**config.mk**
```make
export PLATFORM = sky130hd
export DESIGN_NAME = simple_cpu8
export DESIGN_NICKNAME = d
export VERILOG_FILES = /design/src/rtl/simple_cpu8.sv
export SDC_FILE = /design/constraint.sdc
export NUM_CORES = 1
export LEC_CHECK = 0
export ABC_AREA = 0
export CELL_PAD_IN_SITES_DETAIL_PLACEMENT = 1
export CELL_PAD_IN_SITES_GLOBAL_PLACEMENT = 2
export CORE_AREA = 2 2 128 130
export DETAILED_ROUTE_END_ITERATION = 10
export DIE_AREA = 0 0 130 132
export PLACE_DENSITY_LB_ADDON = 0.1
export SETUP_SLACK_MARGIN = 0.02
export SYNTH_ARGS = -nofsm -noshare
export SYNTH_HDL_FRONTEND = slang
export SYNTH_SLANG_ARGS = --single-unit
```
**constraint.sdc**
```tcl
create_clock -name CLK -period 11.39 [get_ports CLK]
set_clock_uncertainty 0.2 [all_clocks]
set_input_delay 2.8475 -clock CLK [delete_from_list [all_inputs] [get_ports CLK]]
set_output_delay 2.8475 -clock CLK [all_outputs]
set_load 0.01 [all_outputs]
```
**src/rtl/simple_cpu8.sv**
```systemverilog
// ---------------------------------------------------------------------------
// simple_cpu8 -- single-cycle 8-bit processor core.
//
// Each clock executes one instruction. The instruction is fetched by the
// surrounding system at address PC and arrives combinationally. The core
// decodes it, reads two operands from an 8x8 register file, runs the ALU and
// writes the result back to Rd at the next rising edge. PC advances by 4 on
// every edge that is not a reset edge.
//
// Ports:
//   CLK          in   1   clock, all state updates on the rising edge
//   RESET        in   1   synchronous active-high reset (PC and registers to 0)
//   INSTRUCTION  in  32   instruction at address PC
//   PC           out 32   registered program counter
//   ALURESULT    out  8   combinational ALU output (register write data)
//
// Instruction fields: OPCODE[31:24], Rd[18:16], Rt[10:8], Rs[2:0], IMM[7:0].
// ---------------------------------------------------------------------------
module simple_cpu8 (
    input  logic        CLK,
    input  logic        RESET,
    input  logic [31:0] INSTRUCTION,
    output logic [31:0] PC,
    output logic [7:0]  ALURESULT
);

    typedef enum logic [2:0] {
        ALU_FWD = 3'b000,
        ALU_ADD = 3'b001,
        ALU_AND = 3'b010,
        ALU_OR  = 3'b011
    } alu_op_e;

    // Two's-complement negation, 8-bit wrap: negating 0x80 yields 0x80.
    function automatic logic [7:0] negate8(input logic [7:0] v);
        return ~v + 8'd1;
    endfunction

    // Select values 100-111 are reserved and produce zero.
    function automatic logic [7:0] alu8(input logic [2:0]  sel,
                                        input logic [7:0]  d1,
                                        input logic [7:0]  d2);
        case (sel)
            ALU_FWD: return d2;
            ALU_ADD: return d1 + d2;
            ALU_AND: return d1 & d2;
            ALU_OR:  return d1 | d2;
            default: return 8'h00;
        endcase
    endfunction

    // Instruction fields
    logic [7:0] opcode;
    logic [2:0] rd;
    logic [2:0] rt;
    logic [2:0] rs;
    logic [7:0] imm;
    logic       unused_bits;

    assign opcode      = INSTRUCTION[31:24];
    assign rd          = INSTRUCTION[18:16];
    assign rt          = INSTRUCTION[10:8];
    assign rs          = INSTRUCTION[2:0];
    assign imm         = INSTRUCTION[7:0];
    assign unused_bits = ^{INSTRUCTION[23:19], INSTRUCTION[15:11]};

    // State
    logic [31:0] pc_q;
    logic [31:0] pc_d;
    logic [7:0]  regs_q [8];

    // Decode
    logic    wr_en;
    logic    neg_sel;
    logic    imm_sel;
    alu_op_e alu_op;

    always_comb begin
        wr_en   = 1'b0;
        neg_sel = 1'b0;
        imm_sel = 1'b0;
        alu_op  = ALU_FWD;
        case (opcode)
            8'h00: begin wr_en = 1'b1; imm_sel = 1'b1; end
            8'h01: begin wr_en = 1'b1; end
            8'h02: begin wr_en = 1'b1; alu_op = ALU_ADD; end
            8'h03: begin wr_en = 1'b1; alu_op = ALU_ADD; neg_sel = 1'b1; end
            8'h04: begin wr_en = 1'b1; alu_op = ALU_AND; end
            8'h05: begin wr_en = 1'b1; alu_op = ALU_OR; end
            default: ;
        endcase
    end

    // Operand path: reg[Rs] -> optional negation -> optional immediate override
    logic [7:0] rdata1;
    logic [7:0] rdata2;
    logic [7:0] op2_neg;
    logic [7:0] data2;
    logic [7:0] alu_result;

    assign rdata1     = regs_q[rt];
    assign rdata2     = regs_q[rs];
    assign op2_neg    = neg_sel ? negate8(rdata2) : rdata2;
    assign data2      = imm_sel ? imm : op2_neg;
    assign alu_result = alu8(alu_op, rdata1, data2);

    assign pc_d = pc_q + 32'd4;

    // Reads above see pre-edge register values, so Rd == Rt/Rs uses the old
    // operand; reset wins over the write-back of the current instruction.
    always_ff @(posedge CLK) begin
        if (RESET) begin
            pc_q <= 32'h0000_0000;
            for (int i = 0; i < 8; i++) begin
                regs_q[i] <= 8'h00;
            end
        end else begin
            pc_q <= pc_d;
            if (wr_en) begin
                regs_q[rd] <= alu_result;
            end
        end
    end

    assign PC        = pc_q;
    assign ALURESULT = alu_result;

endmodule

```
=== Word level (Yosys, flattened, before mapping) ===
Memory sizes are Yosys's and may differ from the RTL's.
Index checks and enable logic that the tools add are counted.

* Add/subtract/negate cells: 3
* Equal/unequal tests: 8
* Mux-type cells: 15
* Bitwise gates (word level): 3
* Reductions and logical operators: 5

{| class="wikitable"
|+ Operator list
! operator !! count
|-
| $add A32 B3 Y32 const B || 1
|-
| $pmux W8 S4 || 1
|-
| $mux W8 || 3
|-
| $eq A8 B2 Y1 const B || 2
|-
| $eq A8 B3 Y1 const B || 2
|-
| $mux W1 || 9
|-
| $add A8 B1 Y8 const B || 1
|-
| $add A8 B8 Y8 || 1
|-
| $and A8 B8 Y8 || 1
|-
| $eq A8 B1 Y1 const B || 1
|-
| $logic_not A8 Y1 || 1
|-
| $not A8 Y8 || 1
|-
| $or A8 B8 Y8 || 1
|-
| $reduce_or A8 Y1 || 1
|-
| $eq A3 B2 Y1 const B || 2
|-
| $pmux W2 S3 || 1
|-
| $reduce_or A6 Y1 || 1
|-
| $eq A3 B1 Y1 const B || 1
|-
| $logic_not A3 Y1 || 1
|-
| $mux W3 || 1
|-
| $reduce_or A2 Y1 || 1
|}

* Register bits after elaboration: 32
* Memory bits (writable): 64
* Output and inout port bits: 40
* Word-level logic and storage cells: 36
* Memories: 1

{| class="wikitable"
|+ Memory list
! memory !! words !! width !! rd ports !! clocked after Yosys merged registers in !! wr ports !! line !! RTL
|-
| regs_q || 8 || 8 || 2 || 0 || 8 || 70 || <nowiki>logic [7:0] regs_q [8];</nowiki>
|}

=== Logic depth before layout (Yosys ltp) ===
Gate-level depths: netlist of the first run.

* Depth in word-level cells: 8
* Depth in mapped cells: 20
* Depth with buffers taken out: 16

=== Least setup slack after synthesis of the first run ===
Ideal clock, no wire load.

* Path type: input -> output
* Start: in INSTRUCTION[0]
* End: out ALURESULT[6]
* Arrival time: 6633 ps
* Required time: 8343 ps
* Path slack: 1709 ps
* Stages on the path: 18
* Buffers on the path: 3
* Cells stage by stage: buf_6 > buf_6 > buf_4 > mux4_2 > mux2i_1 > ha_1 > nor2_1 > a21oi_1 > o31a_1 > a21o_1 > fa_1 > a21o_1 > a21oi_1 > o21bai_1 > a21oi_1 > xnor2_1 > a32oi_1 > o21ai_0

* Longest elaborated chain between the ends: 7
* Elaborated cells on any way between the ends: 9

{| class="wikitable"
|+ RTL lines
! element !! line !! RTL
|-
| from (decl) || 22 || <nowiki>input logic [31:0] INSTRUCTION,</nowiki>
|-
| $mem_v2 Z8 W8 || n/a ||
|-
| $not A8 Y8 || 36 || <nowiki>return ~v + 8'd1;</nowiki>
|-
| $add A8 B1 Y8 || 36 ||
|-
| $mux W8 || 103 || <nowiki>assign op2_neg = neg_sel ? negate8(rdata2) : rdata2;</nowiki>
|-
| $mux W8 (*) || 104 || <nowiki>assign data2 = imm_sel ? imm : op2_neg;</nowiki>
|-
| $add A8 B8 Y8 (tied with other cells) || 45 || <nowiki>ALU_ADD: return d1 + d2;</nowiki>
|-
| $pmux W8 S4 (*) || 43 || <nowiki>case (sel)</nowiki>
|-
| to (decl) || 24 || <nowiki>output logic [7:0] ALURESULT</nowiki>
|}

Every way passes the cells marked *; elsewhere a longest branch is shown, timed or not.

=== Worst setup path after layout of the first run ===
* Start: in INSTRUCTION[2]
* End: out ALURESULT[6]

Same word-level chain as after synthesis.

==> results.cfg, run 1 <==
[run_status]
status = finished, final reports clean

[worst_setup_path]
cpMostUsedCell = a21oi_1
crit_fanout = 11
arrival_ps = 7650
critPathTopFamily = buffers and inverters
crit_cells = 18
cp.required_ps = 8340
cp-end-kind = output port
start_kind = input port
cp_slowest_cell = clkdlybuf4s50_1
cp_cell_sequence = clkdlybuf4s50_1, mux4_2, mux2i_2, ha_1, nor2_1, a21oi_1, o31a_1, a21o_1, fa_1, a21o_1, a21oi_1, o21bai_1, a21oi_1, xnor2_1, a32oi_1, buf_4, o21ai_0, clkdlybuf4s50_1
worst-path-buf-inv = 3
cpPeakStageDelay_ps = 790
endpoint = ALURESULT[6]
crit_path_start = INSTRUCTION[2]
r2r.worst_path.cells = 16
rr_startpoint = regs_q[7][0]
r2r_slack_ps = 6910
criticalPathCategory = input port to output port
reg2reg_to = regs_q[5][6]

[yosys]
syn_inst = 599
synth-edff-count = 64
yosys.cell_types.count = 66
synthTopCellsByArea = edfxtp_1 32%, mux4_2 11%, dfxtp_1 9.9%
synth_ff_type = edfxtp_1
synthTopCellsByCount = 90 x nor2_1, 64 x edfxtp_1, 38 x nand2_1
synth_area_per_cell_um2 = 10.13
yosys_warnings = 0
ys_async_sr_fraction_pct = 0
synth.most_common_cell = nor2_1
synth_top_area_share_pct = 31.66
seq_area_frac_synth_pct = 41.56
synth-seq-cells = 94
synth_top_cell_by_area = edfxtp_1
syn_area_mm2 = 0.006070

[global_routing]
grt_pass1_vias = 5177
grt_use_total_pct = 22.22
antenna_found_initial = 0
grt_pass1_wl_um = 29190
grt_max_degree = 40
grt_overflow = 0

[floorplanning]
dieArea_mm2 = 0.01716
die_h_um = 132
coreArea_mm2 = 0.01571
io_pins = 74
die_w_um = 130
start_util_pct = 38.63
row_count = 46

[pwr]
power.leakage_nw = 2.594
p_per_area_mw_per_mm2 = 117.4
vdd_drop_max_mv = 0.06999
total_power_mw = 0.8477

[place]
pre_cts_ws_ps = 395.8
place_inst = 857
port_buffers = 61
hpwl_um = 14350
routabilityCongestion = 0.9288

[sta]
worst_pin_slew_ps = 1028
fin_crit_sh_pct = 93.94
final-hold-violation-count = 0
rsz0062_at_grt = false
tns_ps = 0
slew_headroom_pct = 30.93
hold_slack_ps = 320.1
fmax_mhz = 93.46
setup_viol = 0
fin_ws_ps = 690.1
slew_viol_final = 0
fin_crit_ps = 10700

[detailed_routing]
wirelength_um = 18250
drt_pass1_iterations = 5
drtIter0Drc = 266
via_per_inst = 5.739
num_vias = 5010
drcViolationCount = 0
ant_nets = 0
wl_per_cell_um = 20.90

[min_path]
hold_class = flip-flop to flip-flop

[final_layout]
diodes = 0
area_growth_pct = 18.94
multi_input_area_mm2 = 0.003276
layout-drive-gt1-share_pct = 12.48
seq_area_mm2 = 0.002522
fin_nets = 705
fill_cells = 1766
fin_cells = 873

[clock_network]
cts-root-buf = clkbuf_16
clock_path_buffers = 2
clock-sinks = 94
clkTransAtPathRegs_ps = 80
cts.htree.levels = 3
cts_buffers = 9
tritoncts = yes
clk_latency_ps = 350
cts_setup_buffers = 0

[run]
max-cap-violations = 0
==> worst register-to-register path, delay by kind of cell (launching register included) <==
family / cells / cell delay (ps)
compound gates: 9 / 1560
fa+ha+maj: 2 / 770
flops: 1 / 440
xor+xnor: 1 / 100
mux: 2 / 810
buf+inv: 1 / 200
simple gates: 1 / 150
==> per-stage QoR <==
| step | utilization (%) | instance area (um2) |
|---|---|---|
| 6_report | 45.95 | 7219 |
| 5_1_grt | 45.95 | 7219 |
| 4_1_cts | 45.89 | 7211 |
| 3_5_place_dp | 43.90 | 6898 |
| 3_3_place_gp | 43.90 | 6898 |
| 2_1_floorplan | - | 6073 |
==> cells in the final DEF, fill, tap and decap left out, types with 7 or more instances in the layout <==
cell type / Yosys / routed
a21o_1: 7 / 7
a21oi_1: 20 / 20
buf_4: 4 / 17
clkbuf_16: 0 / 10
clkdlybuf4s50_1: 0 / 60
dfxtp_1: 30 / 30
edfxtp_1: 64 / 64
ha_1: 18 / 18
inv_1: 23 / 23
mux2_2: 7 / 7
mux2i_1: 9 / 9
mux4_2: 30 / 30
nand2_1: 38 / 38
nand2b_1: 13 / 13
nand3_1: 19 / 19
nand4_1: 14 / 14
nor2_1: 90 / 90
nor3_1: 21 / 21
o21ai_0: 16 / 16
o22ai_1: 20 / 19
o32ai_1: 9 / 9
or3_1: 7 / 7
xnor2_1: 16 / 16
xor2_1: 14 / 14
==> layer usage <==
layer  up-vias  global-route usage (%)  wire (um)
li1       2329                       -          -
met1      2509                   30.91       8416
met2       142                   35.05       8662
met3        30                   3.044        726
met4         0                   8.662        444
met5         -                       0          0
==> worst min-delay path by stage <==
stage	start	to	slack (ps)	depth (start not counted)
final	PC[26]	PC[26]	320	2
after CTS	PC[26]	PC[26]	330	2
after floorplan	PC[2]	PC[2]	280	1
after detailed placement	PC[26]	PC[26]	310	2
after global routing	PC[26]	PC[26]	350	2
after global placement	PC[2]	PC[2]	290	1
==> registers in the layout, summed over array words and instances (netlist names) <==
name,count
PC,30
regs_q,64
==> logic make-up after synthesis <==
logic type / Yosys count / share of synthesized area (%)
compound gates: 106 / 12.04
xor+xnor: 30 / 4.329
fa+ha+maj: 19 / 4.040
buf+inv: 63 / 4.638
flops: 94 / 41.56
mux: 51 / 14.92
other cells: 1 / 0.06178
simple gates: 235 / 18.41
==> final cells by class <==
class | instances | area share (%)
multi-input combinational | 443 | 45.37
clock buffer | 10 | 3.466
timing repair buffer | 78 | 10.26
tap | 216 | 3.744
inverter | 26 | 1.352
sequential | 94 | 34.94
clock inverter | 6 | 0.8666
==> report_power, final <==
part           switching (mW)  internal [mW]
Combinational          0.0859         0.0678
Sequential            0.00808          0.372
Clock                   0.147          0.167
Total                   0.241          0.607
==> timing repair <==
action,in CTS,in global routing
hold buffers,0,0
resized for setup,0,2
endpoints found under the setup margin,0,1
(Power assumes the default switching activity.)
==> run 2, diff against run 1 <==
Settings changed: TNS_END_PERCENT set to 5.
==> results of run 2 <==
The final DEF is identical to that of run 1; final timing and power are the same.
